<file path="src/rtl/ntsc_tg_ctl.sv">
// ntsc_tg_ctl -- NTSC 4fsc progressive (240p) timing sequencer.
//
// Produces the per-sample control set for the composite modulator and the
// pixel requests for the upstream pixel generator.
//
// Ports
//   CK_i      clock (single domain)
//   AR_i      asynchronous reset, active-high
//   CK_EE_i   clock enable; all state advances only when 1
//   RUN_i     1 = run timing, 0 = hold idle
//   DE_o      pixel request (undelayed)
//   PIX_X_o   request column, 0 when DE_o=0
//   PIX_Y_o   request row, 0 when DE_o=0
//   FRAME_o   one enabled-cycle pulse at h=0, v=0 (undelayed)
//   XSYNC_o   0 = sync tip (delayed by PIPE_DLY)
//   BLANK_o   1 = blanking (delayed by PIPE_DLY)
//   BURST_o   1 = burst gate (delayed by PIPE_DLY)
//   XR_o      0 = modulator phase/output reset (delayed by PIPE_DLY)
//   HCNT_o    raw horizontal counter
//   VCNT_o    raw vertical counter
module ntsc_tg_ctl #(
  parameter int H_TOTAL     = 910,
  parameter int V_TOTAL     = 262,
  parameter int ACT_H_START = 160,
  parameter int ACT_H_PIX   = 720,
  parameter int ACT_V_START = 22,
  parameter int ACT_V_LINES = 240,
  parameter int PIPE_DLY    = 2
) (
  input  logic       CK_i,
  input  logic       AR_i,
  input  logic       CK_EE_i,
  input  logic       RUN_i,
  output logic       DE_o,
  output logic [9:0] PIX_X_o,
  output logic [8:0] PIX_Y_o,
  output logic       FRAME_o,
  output logic       XSYNC_o,
  output logic       BLANK_o,
  output logic       BURST_o,
  output logic       XR_o,
  output logic [9:0] HCNT_o,
  output logic [8:0] VCNT_o
);

  localparam logic [9:0] H_LAST    = 10'(H_TOTAL - 1);
  localparam logic [8:0] V_LAST    = 9'(V_TOTAL - 1);
  localparam logic [9:0] AH_FIRST  = 10'(ACT_H_START);
  localparam logic [9:0] AH_LAST   = 10'(ACT_H_START + ACT_H_PIX - 1);
  localparam logic [8:0] AV_FIRST  = 9'(ACT_V_START);
  localparam logic [8:0] AV_END    = 9'(ACT_V_START + ACT_V_LINES);
  // {XSYNC, BLANK, BURST, XR} while idle or in reset
  localparam logic [3:0] IDLE_WORD = 4'b1100;

  typedef enum logic [2:0] {
    EQ_PRE,
    VSYNC,
    EQ_POST,
    VBLANK,
    ACTIVE
  } line_e;

  // Line-type transition, evaluated with the line number being entered.
  function automatic line_e line_next(input line_e cur, input logic [8:0] v);
    line_e nxt;
    nxt = cur;
    case (cur)
      EQ_PRE:  if (v == 9'd3) nxt = VSYNC;
      VSYNC:   if (v == 9'd6) nxt = EQ_POST;
      EQ_POST: if (v == 9'd9) nxt = (v == AV_FIRST) ? ACTIVE : VBLANK;
      VBLANK: begin
        if (v == 9'd0)          nxt = EQ_PRE;
        else if (v == AV_FIRST) nxt = ACTIVE;
      end
      ACTIVE: begin
        if (v == 9'd0)        nxt = EQ_PRE;
        else if (v == AV_END) nxt = VBLANK;
      end
      default: nxt = EQ_PRE;
    endcase
    return nxt;
  endfunction

  logic       run_q, run_d;
  logic [9:0] h_q, h_d;
  logic [8:0] v_q, v_d;
  line_e      line_q, line_d;
  logic       de_q, de_d;
  logic       frame_q, frame_d;
  logic [9:0] pix_x_q, pix_x_d;
  logic [8:0] pix_y_q, pix_y_d;
  logic [3:0] ctl_p0_q, ctl_p0_d;
  logic       sync_low, burst_on, act_h;
  logic [3:0] ctl_out;

  always_comb begin
    run_d  = run_q;
    h_d    = h_q;
    v_d    = v_q;
    line_d = line_q;
    if (!RUN_i) begin
      run_d  = 1'b0;
      h_d    = '0;
      v_d    = '0;
      line_d = EQ_PRE;
    end else if (!run_q) begin
      // first enabled edge after idle restarts the frame at (0,0)
      run_d  = 1'b1;
      h_d    = '0;
      v_d    = '0;
      line_d = EQ_PRE;
    end else if (h_q == H_LAST) begin
      h_d    = '0;
      v_d    = (v_q == V_LAST) ? 9'd0 : v_q + 9'd1;
      line_d = line_next(line_q, v_d);
    end else begin
      h_d    = h_q + 10'd1;
    end

    case (line_d)
      EQ_PRE, EQ_POST: sync_low = (h_d <= 10'd32) ||
                                  ((h_d >= 10'd455) && (h_d <= 10'd487));
      VSYNC:           sync_low = (h_d <= 10'd387) ||
                                  ((h_d >= 10'd455) && (h_d <= 10'd842));
      default:         sync_low = (h_d <= 10'd66);
    endcase

    burst_on = ((line_d == VBLANK) || (line_d == ACTIVE)) &&
               (h_d >= 10'd76) && (h_d <= 10'd111);
    act_h    = (h_d >= AH_FIRST) && (h_d <= AH_LAST);
    de_d     = RUN_i && (line_d == ACTIVE) && act_h;
    frame_d  = RUN_i && (h_d == 10'd0) && (v_d == 9'd0);
    pix_x_d  = de_d ? (h_d - AH_FIRST) : 10'd0;
    pix_y_d  = de_d ? (v_d - AV_FIRST) : 9'd0;
    ctl_p0_d = RUN_i ? {~sync_low, ~de_d, burst_on, 1'b1} : IDLE_WORD;
  end

  // Stage p0: counters, requests and the raw control word
  always_ff @(posedge CK_i or posedge AR_i) begin
    if (AR_i) begin
      run_q    <= 1'b0;
      h_q      <= '0;
      v_q      <= '0;
      line_q   <= EQ_PRE;
      de_q     <= 1'b0;
      frame_q  <= 1'b0;
      pix_x_q  <= '0;
      pix_y_q  <= '0;
      ctl_p0_q <= IDLE_WORD;
    end else if (CK_EE_i) begin
      run_q    <= run_d;
      h_q      <= h_d;
      v_q      <= v_d;
      line_q   <= line_d;
      de_q     <= de_d;
      frame_q  <= frame_d;
      pix_x_q  <= pix_x_d;
      pix_y_q  <= pix_y_d;
      ctl_p0_q <= ctl_p0_d;
    end
  end

  // Stages p1..pPIPE_DLY: control word aligned with the upstream pixel latency
  generate
    if (PIPE_DLY == 0) begin : g_nodly
      assign ctl_out = ctl_p0_q;
    end else begin : g_dly
      logic [3:0] dly_q [PIPE_DLY];
      logic [3:0] dly_d [PIPE_DLY];

      always_comb begin
        dly_d[0] = ctl_p0_q;
        for (int i = 1; i < PIPE_DLY; i++) dly_d[i] = dly_q[i-1];
      end

      always_ff @(posedge CK_i or posedge AR_i) begin
        if (AR_i) begin
          for (int i = 0; i < PIPE_DLY; i++) dly_q[i] <= IDLE_WORD;
        end else if (CK_EE_i) begin
          for (int i = 0; i < PIPE_DLY; i++) dly_q[i] <= dly_d[i];
        end
      end

      assign ctl_out = dly_q[PIPE_DLY-1];
    end
  endgenerate

  assign DE_o    = de_q;
  assign FRAME_o = frame_q;
  assign PIX_X_o = pix_x_q;
  assign PIX_Y_o = pix_y_q;
  assign HCNT_o  = h_q;
  assign VCNT_o  = v_q;
  assign XSYNC_o = ctl_out[3];
  assign BLANK_o = ctl_out[2];
  assign BURST_o = ctl_out[1];
  assign XR_o    = ctl_out[0];

endmodule

</file>
<file path="config.mk">
export PLATFORM = sky130hd
export DESIGN_NAME = ntsc_tg_ctl
export DESIGN_NICKNAME = d
export VERILOG_FILES = /design/src/rtl/ntsc_tg_ctl.sv
export SDC_FILE = /design/constraint.sdc
export NUM_CORES = 1
export LEC_CHECK = 0
export ABC_AREA = 1
export CORE_UTILIZATION = 36
export DETAILED_ROUTE_END_ITERATION = 10
export GPL_TIMING_DRIVEN = 0
export SLEW_MARGIN = 20
export SYNTH_ARGS = -nofsm -noshare
export SYNTH_HDL_FRONTEND = slang
export SYNTH_SLANG_ARGS = --single-unit
</file>
<file path="constraint.sdc">
create_clock -name CK_i -period 2.8 [get_ports CK_i]
set_clock_uncertainty 0.2 [all_clocks]
set_input_delay 0.7 -clock CK_i [delete_from_list [all_inputs] [get_ports CK_i]]
set_output_delay 0.7 -clock CK_i [all_outputs]
set_load 0.01 [all_outputs]
</file>
==> flow_summary.yaml, run 1 <==
run_status:
  status: "finished clean"
cells_and_area:
  syn_to_final_growth_pct: 30.0
  multi_input_area_um2: 2030
  final_nets: 590
  diodes: 0
  layout-drive-gt1-share: 0.217
  register_area_um2: 1390
  stdcell_area_um2: 4700
  n_fill_cell: 1003
yosys:
  avgSynthCellArea_um2: 7.29
  synth.top_cell.area_share: 0.339
  synth_edf_count: 0
  synthesis.nets: 510
  synth.largest_area_cell: "dfrtp_1"
  yosysSeqAreaShare: 0.383
  ys_top_cells_by_count: "141 x nand2_1, 60 x inv_1, 49 x dfrtp_1"
  yosysUniqueCellTypes: 43
  ys.flop_type: "dfrtp_1"
  ys_ff_latch: 55
  async_reset_ff_frac: 1.00
  syn_area_um2: 3620
  synth_area_leaders: "dfrtp_1 34%, nand2_1 15%, o21ai_0 6.4%, inv_1 6.2%, dfstp_2 4.4%"
  yosysMostFrequentCell: "nand2_1"
  synth_warnings: 0
  netlist_instances: 496
grt:
  grtUsageTotal: 0.191
  first_global_vias: 3235
  grt_first_pass_wirelength_um: 15600
  grt_max_degree: 56
  antenna_found_initial: 0
  overflow: 0
pwr:
  vdd_drop_max_mv: 0.200
  p_leak_uw: 0.00209
  pwr_density_cell_nw_per_um2: 307
  power.total_uw: 1440
setup_path:
  cp_slowest_cell: "dfrtp_2"
  cp.required_ns: 2.85
  crit_type: "reg -> reg"
  max_stage_delay_ns: 0.49
  end_kind: "register"
  startpoint: "VCNT_o[0]"
  cp_top_family: "simple AND/OR/NAND/NOR gates"
  arrival_ns: 2.79
  cp-start-kind: "register"
  crit_fanout: 7
  r2r-start: "VCNT_o[0]"
  path_buf_inv: 4
  cp_cell_sequence: "ha_2 > nand2_2 > inv_1 > nor2_2 > inv_1 > nor2_1 > nand2_1 > inv_2 > nand3_2 > nand2_1 > nand2_1 > nor2_1 > nand2_2 > nand2_2 > nand2_4 > nor2_8 > nand3_4 > clkbuf_16 > o21ai_2"
detailed_routing:
  routed_wl_um: 9840
  drt_iter0_drc: 168
  ant_nets: 0
  wl_per_cell_um: 13.9
  via_count: 3482
  firstDrtPassIters: 4
  vias_per_cell: 4.90
  route.detailed.drc: 0
clocking:
  cts_buffers: 5
  clock_latency_ns: 0.32
  clk_path_buf_depth: 2
  cts_sinks: 55
  root_buffer: "clkbuf_8"
  cts_hold_buffers: 0
  h-tree-depth: 2
  cts_tree: "yes"
  clk_pin_slew_ns: 0.12
placed_design:
  routabilityCongestion: 0.848
  dp_hpwl_um: 7170
  portBuffers: 46
  place_area_um2: 4250
timing:
  max_freq_mhz: 366
  hold_viol_final: 0
  min_period_ns: 2.73
  holdWs_ns: 0.293
  setup_viol: 0
  rsz0062_at_grt: "true"
  slew_viol_final: 0
  slew_headroom: 0.540
  worstMarginPinSlew_ns: 0.690
  fin_tns_setup_ns: 0
  finalCritPeriodShare: 0.975
floorplanning:
  die_x_um: 102
  die_h_um: 102
  placementRows: 36
  core_um2: 9770
  die_area_um2: 10500
  top_level_ports: 48
  start_util: 0.370
job:
  cap_viol_max_count: 0
min_path:
  min_from: "PIX_X_o[8]"
  min_path_type: "reg -> reg"
state kept, by name, summed over array words and instances (netlist names):
| register | cells |
|---|---|
| HCNT_o | 10 |
| PIX_X_o | 10 |
| PIX_Y_o | 9 |
| VCNT_o | 9 |
| ctl_out | 4 |
| ctl_p0_q | 4 |
| g_dly.dly_d | 4 |
| line_q | 3 |
| DE_o | 1 |
| FRAME_o | 1 |
final timing paths:
path	slack, ns	to	depth (start not counted)
max	0.07	PIX_X_o[9]	19
min	0.29	PIX_X_o[8]	2
max reg2reg	0.07	PIX_X_o[9]	19
min reg2reg	0.29	PIX_X_o[8]	2
max in group asynchronous	1.27	VCNT_o[1]	2
min in group asynchronous	0.63	PIX_X_o[1]	2
metal layers:
layer / vias to the layer above / GRT usage / part of all wire
li1: 1755 / - / -
met1: 1654 / 0.254 / 0.47
met2: 65 / 0.339 / 0.49
met3: 8 / 0.0226 / 0.029
met4: 0 / 0.0297 / 0.0099
met5: - / 0 / 0
where the power goes:
part,internal (µW),switching [µW]
logic,41.1,80.5
clock network,187,306
registers,816,11.4
tightest hold or removal path: stages, from the launching register on:
cell and delay (ns):
dfrtp_1 0.36, nand2_1 0.05, nand2_1 0.06
timing repair:
item                                    CTS  global route
resized for setup                         8            34
cloned                                    0             1
endpoints found under the setup margin   22            24
setup buffers                             3            23
pin swaps                                 3            19
cell type report:
| cell class | count | share of cell area |
|---|---|---|
| clock inverter | 3 | 0.00585 |
| multi-input combinational | 361 | 0.432 |
| buffer | 12 | 0.0154 |
| clock buffer | 5 | 0.0146 |
| timing repair buffer | 73 | 0.145 |
| inverter | 68 | 0.0559 |
| sequential | 55 | 0.295 |
| tap | 133 | 0.0354 |
cell families (layout without fill, tap and decap cells):
family	count (synthesis)	in the layout	synth area share
AO/OA/AOI/OAI	82	82	0.130
XOR/XNOR	9	9	0.0218
adder cells (fa/ha/maj)	10	10	0.0346
buffers and inverters	80	161	0.0889
flip-flops	55	55	0.383
AND/OR/NAND/NOR	260	260	0.342
cells in the final DEF, fill, tap and decap left out, types with 2 or more instances in the layout:
master           count
nand3_2              5
xor2_1               7
ha_1                 8
nand2_4              3
nand3b_1             2
inv_2               10
o21ai_0             44
dfrtp_2              3
clkbuf_1             4
buf_1                2
o21ai_2              8
inv_1               54
nor2_1              34
clkdlybuf4s50_1     45
nor3_1              11
o21bai_1             2
o21ai_1              9
nand4_1              9
nor2_2               9
dfrtp_1             46
buf_4               30
nand2_1            136
clkbuf_8             5
a21oi_1              3
o22ai_2              3
o22ai_1              5
dfstp_2              6
nor2_4               9
nand2_2             14
nand3_4              2
inv_4                3
nand3_1             19
stage by stage:
stage	utilization	cells	worst slack [ns]
finish	0.481	710	0.0688
detailed placement	0.434	675	-0.533
floorplan	-	496	0.152
global route	0.481	710	-0.127
CTS	0.450	686	0.0128
global placement	0.434	675	-0.530
(Power assumes the default switching activity.)
==> run 2: changes to the inputs <==
--- a/config.mk
+++ b/config.mk
@@ -13,3 +13,4 @@
 export SYNTH_ARGS = -nofsm -noshare
 export SYNTH_HDL_FRONTEND = slang
 export SYNTH_SLANG_ARGS = --single-unit
+export TNS_END_PERCENT = 10
==> constraint.sdc (replaced) <==
create_clock -name CK_i -period 2.8 [get_ports CK_i]
set_clock_uncertainty 0.2 [all_clocks]
set_input_delay 0.7 -clock CK_i [delete_from_list [all_inputs] [get_ports CK_i]]
set_output_delay 0.7 -clock CK_i [all_outputs]
set_load 0.005 [all_outputs]
==> flow_summary.yaml, run 2 (synthesis gave the netlist of run 1 again) <==
run_status:
  status: "finished clean"
grt:
  grtUsageTotal: 0.191
  grt_first_pass_wirelength_um: 15600
  antenna_found_initial: 0
  first_global_vias: 3235
  grt_max_degree: 56
  overflow: 0
placed_design:
  place_area_um2: 4250
  routabilityCongestion: 0.848
  dp_hpwl_um: 7170
  portBuffers: 46
setup_path:
  arrival_ns: 2.79
  cp-start-kind: "register"
  cp_num_cells: 19
  cp_slowest_cell: "dfrtp_2"
  r2r-start: "VCNT_o[0]"
  ff2ff_setup_slack_ns: 0.06
  r2r_end: "PIX_X_o[9]"
  path_buf_inv: 4
  crit_path_end: "PIX_X_o[9]"
  reg2reg_depth: 19
  crit_fanout: 7
  startpoint: "VCNT_o[0]"
  cp.required_ns: 2.85
  crit_type: "reg -> reg"
  cp_cell_sequence: "ha_2 > nand2_2 > inv_1 > nor2_2 > inv_1 > nor2_1 > nand2_1 > inv_2 > nand3_2 > nand2_1 > nand2_1 > nor2_1 > nand2_2 > nand2_2 > nand2_4 > nor2_8 > nand3_4 > clkbuf_16 > o21ai_2"
  cp_top_family: "simple AND/OR/NAND/NOR gates"
  end_kind: "register"
  max_stage_delay_ns: 0.49
detailed_routing:
  route.detailed.drc: 0
  ant_nets: 0
  routed_wl_um: 9810
  via_count: 3467
  wl_per_cell_um: 13.9
  firstDrtPassIters: 4
  drt_iter0_drc: 173
  vias_per_cell: 4.91
timing:
  slew_viol_final: 0
  min_period_ns: 2.74
  finalCritPeriodShare: 0.977
  setup_viol: 0
  worstMarginPinSlew_ns: 0.690
  hold_viol_final: 0
  rsz0062_at_grt: "true"
  max_freq_mhz: 365
  slew_headroom: 0.540
pwr:
  combPwrFrac: 0.082
  p_sw_uw: 391
  power.share.sequential: 0.577
  vdd_drop_max_mv: 0.200
  p_leak_uw: 0.00207
  p_sw_frac: 0.273
  power_frac_clock: 0.341
  power.internal_uw: 1040
  pwr_density_cell_nw_per_um2: 307
clocking:
  h-tree-depth: 2
  clock_latency_ns: 0.31
  clk_path_buf_depth: 2
  cts_buffers: 5
  clk_pin_slew_ns: 0.11
  root_buffer: "clkbuf_8"
  cts_sinks: 55
  cts_tree: "yes"
floorplanning:
  die_area_um2: 10500
  placementRows: 36
  top_level_ports: 48
  start_util: 0.370
  core_um2: 9770
  die_h_um: 102
  die_x_um: 102
cells_and_area:
  syn_to_final_growth_pct: 29.1
  layout-drive-gt1-share: 0.209
  register_area_um2: 1390
  multi_input_area_um2: 2030
  stdcell_area_um2: 4670
  diodes: 0
  layout_common_cells: "136 x nand2_1, 54 x inv_1, 46 x dfrtp_1"
  post-route-util: 0.478
  n_fill_cell: 1009
  final_nets: 586
  final_common_cell: "nand2_1"
min_path:
  min_path_type: "reg -> reg"
job:
  cap_viol_max_count: 0
run 2: cell count changes in the layout (fill, tap and decap cells not counted), sizes merged:
cell / change
buf: -4
run 2: worst min-delay path by stage:
stage	from	end	slack, ns	cells past startpoint
6_report	PIX_X_o[8]	PIX_X_o[8]	0.29	2
5_1_grt	ctl_p0_q[2]	g_dly.dly_d[2]	0.32	2
4_1_cts	PIX_X_o[8]	PIX_X_o[8]	0.30	2
3_5_place_dp	PIX_Y_o[4]	PIX_Y_o[4]	0.27	2
3_3_place_gp	PIX_Y_o[5]	PIX_Y_o[5]	0.27	2
2_1_floorplan	ctl_p0_q[1]	ctl_p0_q[1]	0.25	2
run 2: power groups by stage:
stage	logic (µW)	clock network, µW	registers, µW
6_report	117	490	827
5_1_grt	132	530	829
4_1_cts	115	508	828
3_5_place_dp	112	0	842
3_3_place_gp	110	0	842
2_1_floorplan	61.8	0	840
run 2: area by class of cell:
cell class | instances | share of cell area
multi-input combinational | 361 | 0.435
sequential | 55 | 0.297
timing repair buffer | 69 | 0.140
inverter | 68 | 0.0563
tap | 133 | 0.0356
buffer | 12 | 0.0155
clock buffer | 5 | 0.0147
clock inverter | 3 | 0.00590
run 2: timing repair:
action | CTS | global route
setup buffers | 3 | 19
gates resized for setup | 8 | 33
cloned | 0 | 1
setup endpoints to repair | 22 | 24
pin swaps | 3 | 15
hold buffers | 0 | 0
run 2: worst register-to-register path, cell delays in order, from the launching register on:
cell	delay, ns
dfrtp_2	0.49
ha_2	0.22
nand2_2	0.10
inv_1	0.07
nor2_2	0.13
inv_1	0.08
nor2_1	0.10
nand2_1	0.09
inv_2	0.08
nand3_2	0.08
nand2_1	0.07
nand2_1	0.05
nor2_1	0.11
nand2_2	0.07
nand2_2	0.09
nand2_4	0.08
nor2_8	0.15
nand3_4	0.13
clkbuf_16	0.19
o21ai_2	0.10
run 2: per-stage QoR:
step           instances  power (µW)  TNS [ns]  setup WS [ns]  hold WS (ns)
2_1_floorplan        496         902         0          0.182         0.249
3_5_place_dp         675         954     -9.37         -0.533         0.269
5_1_grt              706        1490     -1.62         -0.127         0.320
3_3_place_gp         675         951    -35.28         -0.530         0.267
4_1_cts              686        1450         0         0.0128         0.297
6_report             706        1430         0         0.0632         0.293
run 2: metal layers:
metal  GRT usage  routed length, µm  vias to the layer above
li1            -                  -                     1747
met1       0.254               4530                     1657
met2       0.339               4900                       59
met3      0.0226                306                        4
met4      0.0297                 65                        0
met5           0                  0                        -
==> run 3: changes to the inputs <==
--- a/config.mk
+++ b/config.mk
@@ -6,9 +6,10 @@
 export NUM_CORES = 1
 export LEC_CHECK = 0
 export ABC_AREA = 1
-export CORE_UTILIZATION = 36
+export CORE_UTILIZATION = 56
 export DETAILED_ROUTE_END_ITERATION = 10
 export GPL_TIMING_DRIVEN = 0
+export PLACE_DENSITY = 0.81
 export SLEW_MARGIN = 20
 export SYNTH_ARGS = -nofsm -noshare
 export SYNTH_HDL_FRONTEND = slang
==> constraint.sdc (replaced) <==
create_clock -name CK_i -period 2.78 [get_ports CK_i]
set_clock_uncertainty 0.2 [all_clocks]
set_input_delay 0.695 -clock CK_i [delete_from_list [all_inputs] [get_ports CK_i]]
set_output_delay 0.695 -clock CK_i [all_outputs]
set_load 0.005 [all_outputs]
==> flow_summary.yaml, run 3 (synthesis gave the netlist of run 1 again) <==
grt:
  overflow: 0
  grtUsageTotal: 0.289
  first_global_vias: 3042
  grt_max_degree: 56
  grt_first_pass_wirelength_um: 14700
  antenna_found_initial: 0
timing:
  worst_slack_ns: 0.00625
  fin_tns_setup_ns: 0
  slew_headroom: 0.551
  finalCritPeriodShare: 0.998
  setup_viol: 0
  slew_viol_final: 0
  min_period_ns: 2.77
  worstMarginPinSlew_ns: 0.674
  max_freq_mhz: 361
  hold_viol_final: 0
  rsz0062_at_grt: "true"
setup_path:
  cp.required_ns: 2.84
  end_kind: "register"
  crit_fanout: 6
  arrival_ns: 2.83
  crit_type: "reg -> reg"
  cp-start-kind: "register"
pwr:
  power_frac_clock: 0.330
  vdd_drop_max_mv: 0.244
  p_leak_uw: 0.00210
  power.total_uw: 1430
  p_sw_uw: 376
  combPwrFrac: 0.085
  p_sw_frac: 0.264
  power.share.sequential: 0.585
  power.internal_uw: 1050
  pwr_density_cell_nw_per_um2: 307
clocking:
  root_buffer: "clkbuf_8"
  clk_path_buf_depth: 2
  clk_pin_slew_ns: 0.11
  h-tree-depth: 2
  cts_hold_buffers: 0
  cts_sinks: 55
  cts_tree: "yes"
  clock_latency_ns: 0.32
  cts_buffers: 5
min_path:
  min_path_type: "reg -> reg"
placed_design:
  routabilityCongestion: 0.886
  pre_cts_ws_ns: -0.553
  dp_hpwl_um: 7030
  dpl.cell_count: 617
  portBuffers: 46
run_status:
  status: "finished clean"
cells_and_area:
  layoutNonFillerInstCount: 647
  layout-drive-gt1-share: 0.226
  layout_common_cells: "136 x nand2_1, 52 x inv_1, 46 x dfrtp_1"
  syn_to_final_growth_pct: 28.2
  n_fill_cell: 476
  final_common_cell: "nand2_1"
  final_nets: 585
  diodes: 0
floorplanning:
  core_um2: 6060
  die_area_um2: 6780
  placementRows: 28
  die_h_um: 82.4
  top_level_ports: 48
  start_util: 0.597
  die_x_um: 82.4
detailed_routing:
  via_count: 3544
  routed_wl_um: 9680
  wl_per_cell_um: 15.0
  firstDrtPassIters: 5
  ant_nets: 0
  route.detailed.drc: 0
  drt_iter0_drc: 248
  vias_per_cell: 5.48
job:
  cap_viol_max_count: 0
## run 3: changes by cell type in the layout (fill, tap and decap cells not counted), sizes merged
| cell | change |
|---|---|
| buf | -1 |
| clkinv | +1 |
| inv | -1 |
## run 3: per-stage QoR
| step | hold slack (ns) | area [µm²] | util |
|---|---|---|---|
| global route | 0.309 | 4640 | 0.765 |
| global placement | 0.263 | 4170 | 0.688 |
| CTS | 0.294 | 4340 | 0.717 |
| detailed placement | 0.265 | 4170 | 0.689 |
| floorplan | 0.249 | 3620 | - |
| finish | 0.289 | 4640 | 0.765 |
## run 3: final timing paths
path | from | endpoint | slack [ns] | cells after the start
max | VCNT_o[1] | PIX_X_o[9] | 0.006 | 19
min | PIX_Y_o[2] | PIX_Y_o[2] | 0.29 | 2
max reg2reg | VCNT_o[1] | PIX_X_o[9] | 0.006 | 19
min reg2reg | PIX_Y_o[2] | PIX_Y_o[2] | 0.29 | 2
max in group asynchronous | AR_i | VCNT_o[0] | 1.26 | 2
min in group asynchronous | AR_i | ctl_out[1] | 0.62 | 2
## run 3: per-layer routing
metal	track usage	vias to the layer above	wire, µm
met3	0.0330	11	593
met2	0.470	111	4570
met5	0	-	0
li1	-	1749	-
met1	0.409	1673	4410
met4	0.0719	0	110
## run 3: layout make-up
| class | instances | area, µm² | area share |
|---|---|---|---|
| Sequential cell | 55 | 1390 | 0.299 |
| Timing Repair Buffer | 68 | 646 | 0.139 |
| Clock buffer | 5 | 68.8 | 0.0148 |
| Buffer | 12 | 72.6 | 0.0157 |
| Multi-Input combinational cell | 361 | 2080 | 0.449 |
| Tap cell | 75 | 93.8 | 0.0202 |
| Inverter | 68 | 260 | 0.0561 |
| Clock inverter | 3 | 27.5 | 0.00594 |
## run 3: power by group through the flow
stage / logic [µW] / clock network [µW] / registers (µW)
after floorplan: 62.2 / 0 / 846
final: 121 / 470 / 834
after detailed placement: 111 / 0 / 849
after global placement: 108 / 0 / 848
after CTS: 117 / 474 / 834
after global routing: 134 / 507 / 836
## run 3: critical path: stages (launching register included)
cell and delay, ns:
dfrtp_2 0.49, inv_2 0.10, ha_4 0.12, inv_2 0.04, nor2_4 0.09, nand2_2 0.07
nor2_4 0.19, inv_2 0.08, nand2_2 0.09, nand2_4 0.06, nor3_2 0.15, nand3_1 0.12
nand3_2 0.10, nand2_2 0.07, nand2_4 0.08, nand2_4 0.08, nor2_8 0.14, nand3_4 0.13
clkbuf_16 0.19, o21ai_2 0.10
## run 3: timing repair
action                     4_1_cts  5_1_grt
setup endpoints to repair       22       23
gates resized for setup         13       40
gates cloned                     0        1
pin swaps                        2       22
buffers inserted                 5       16
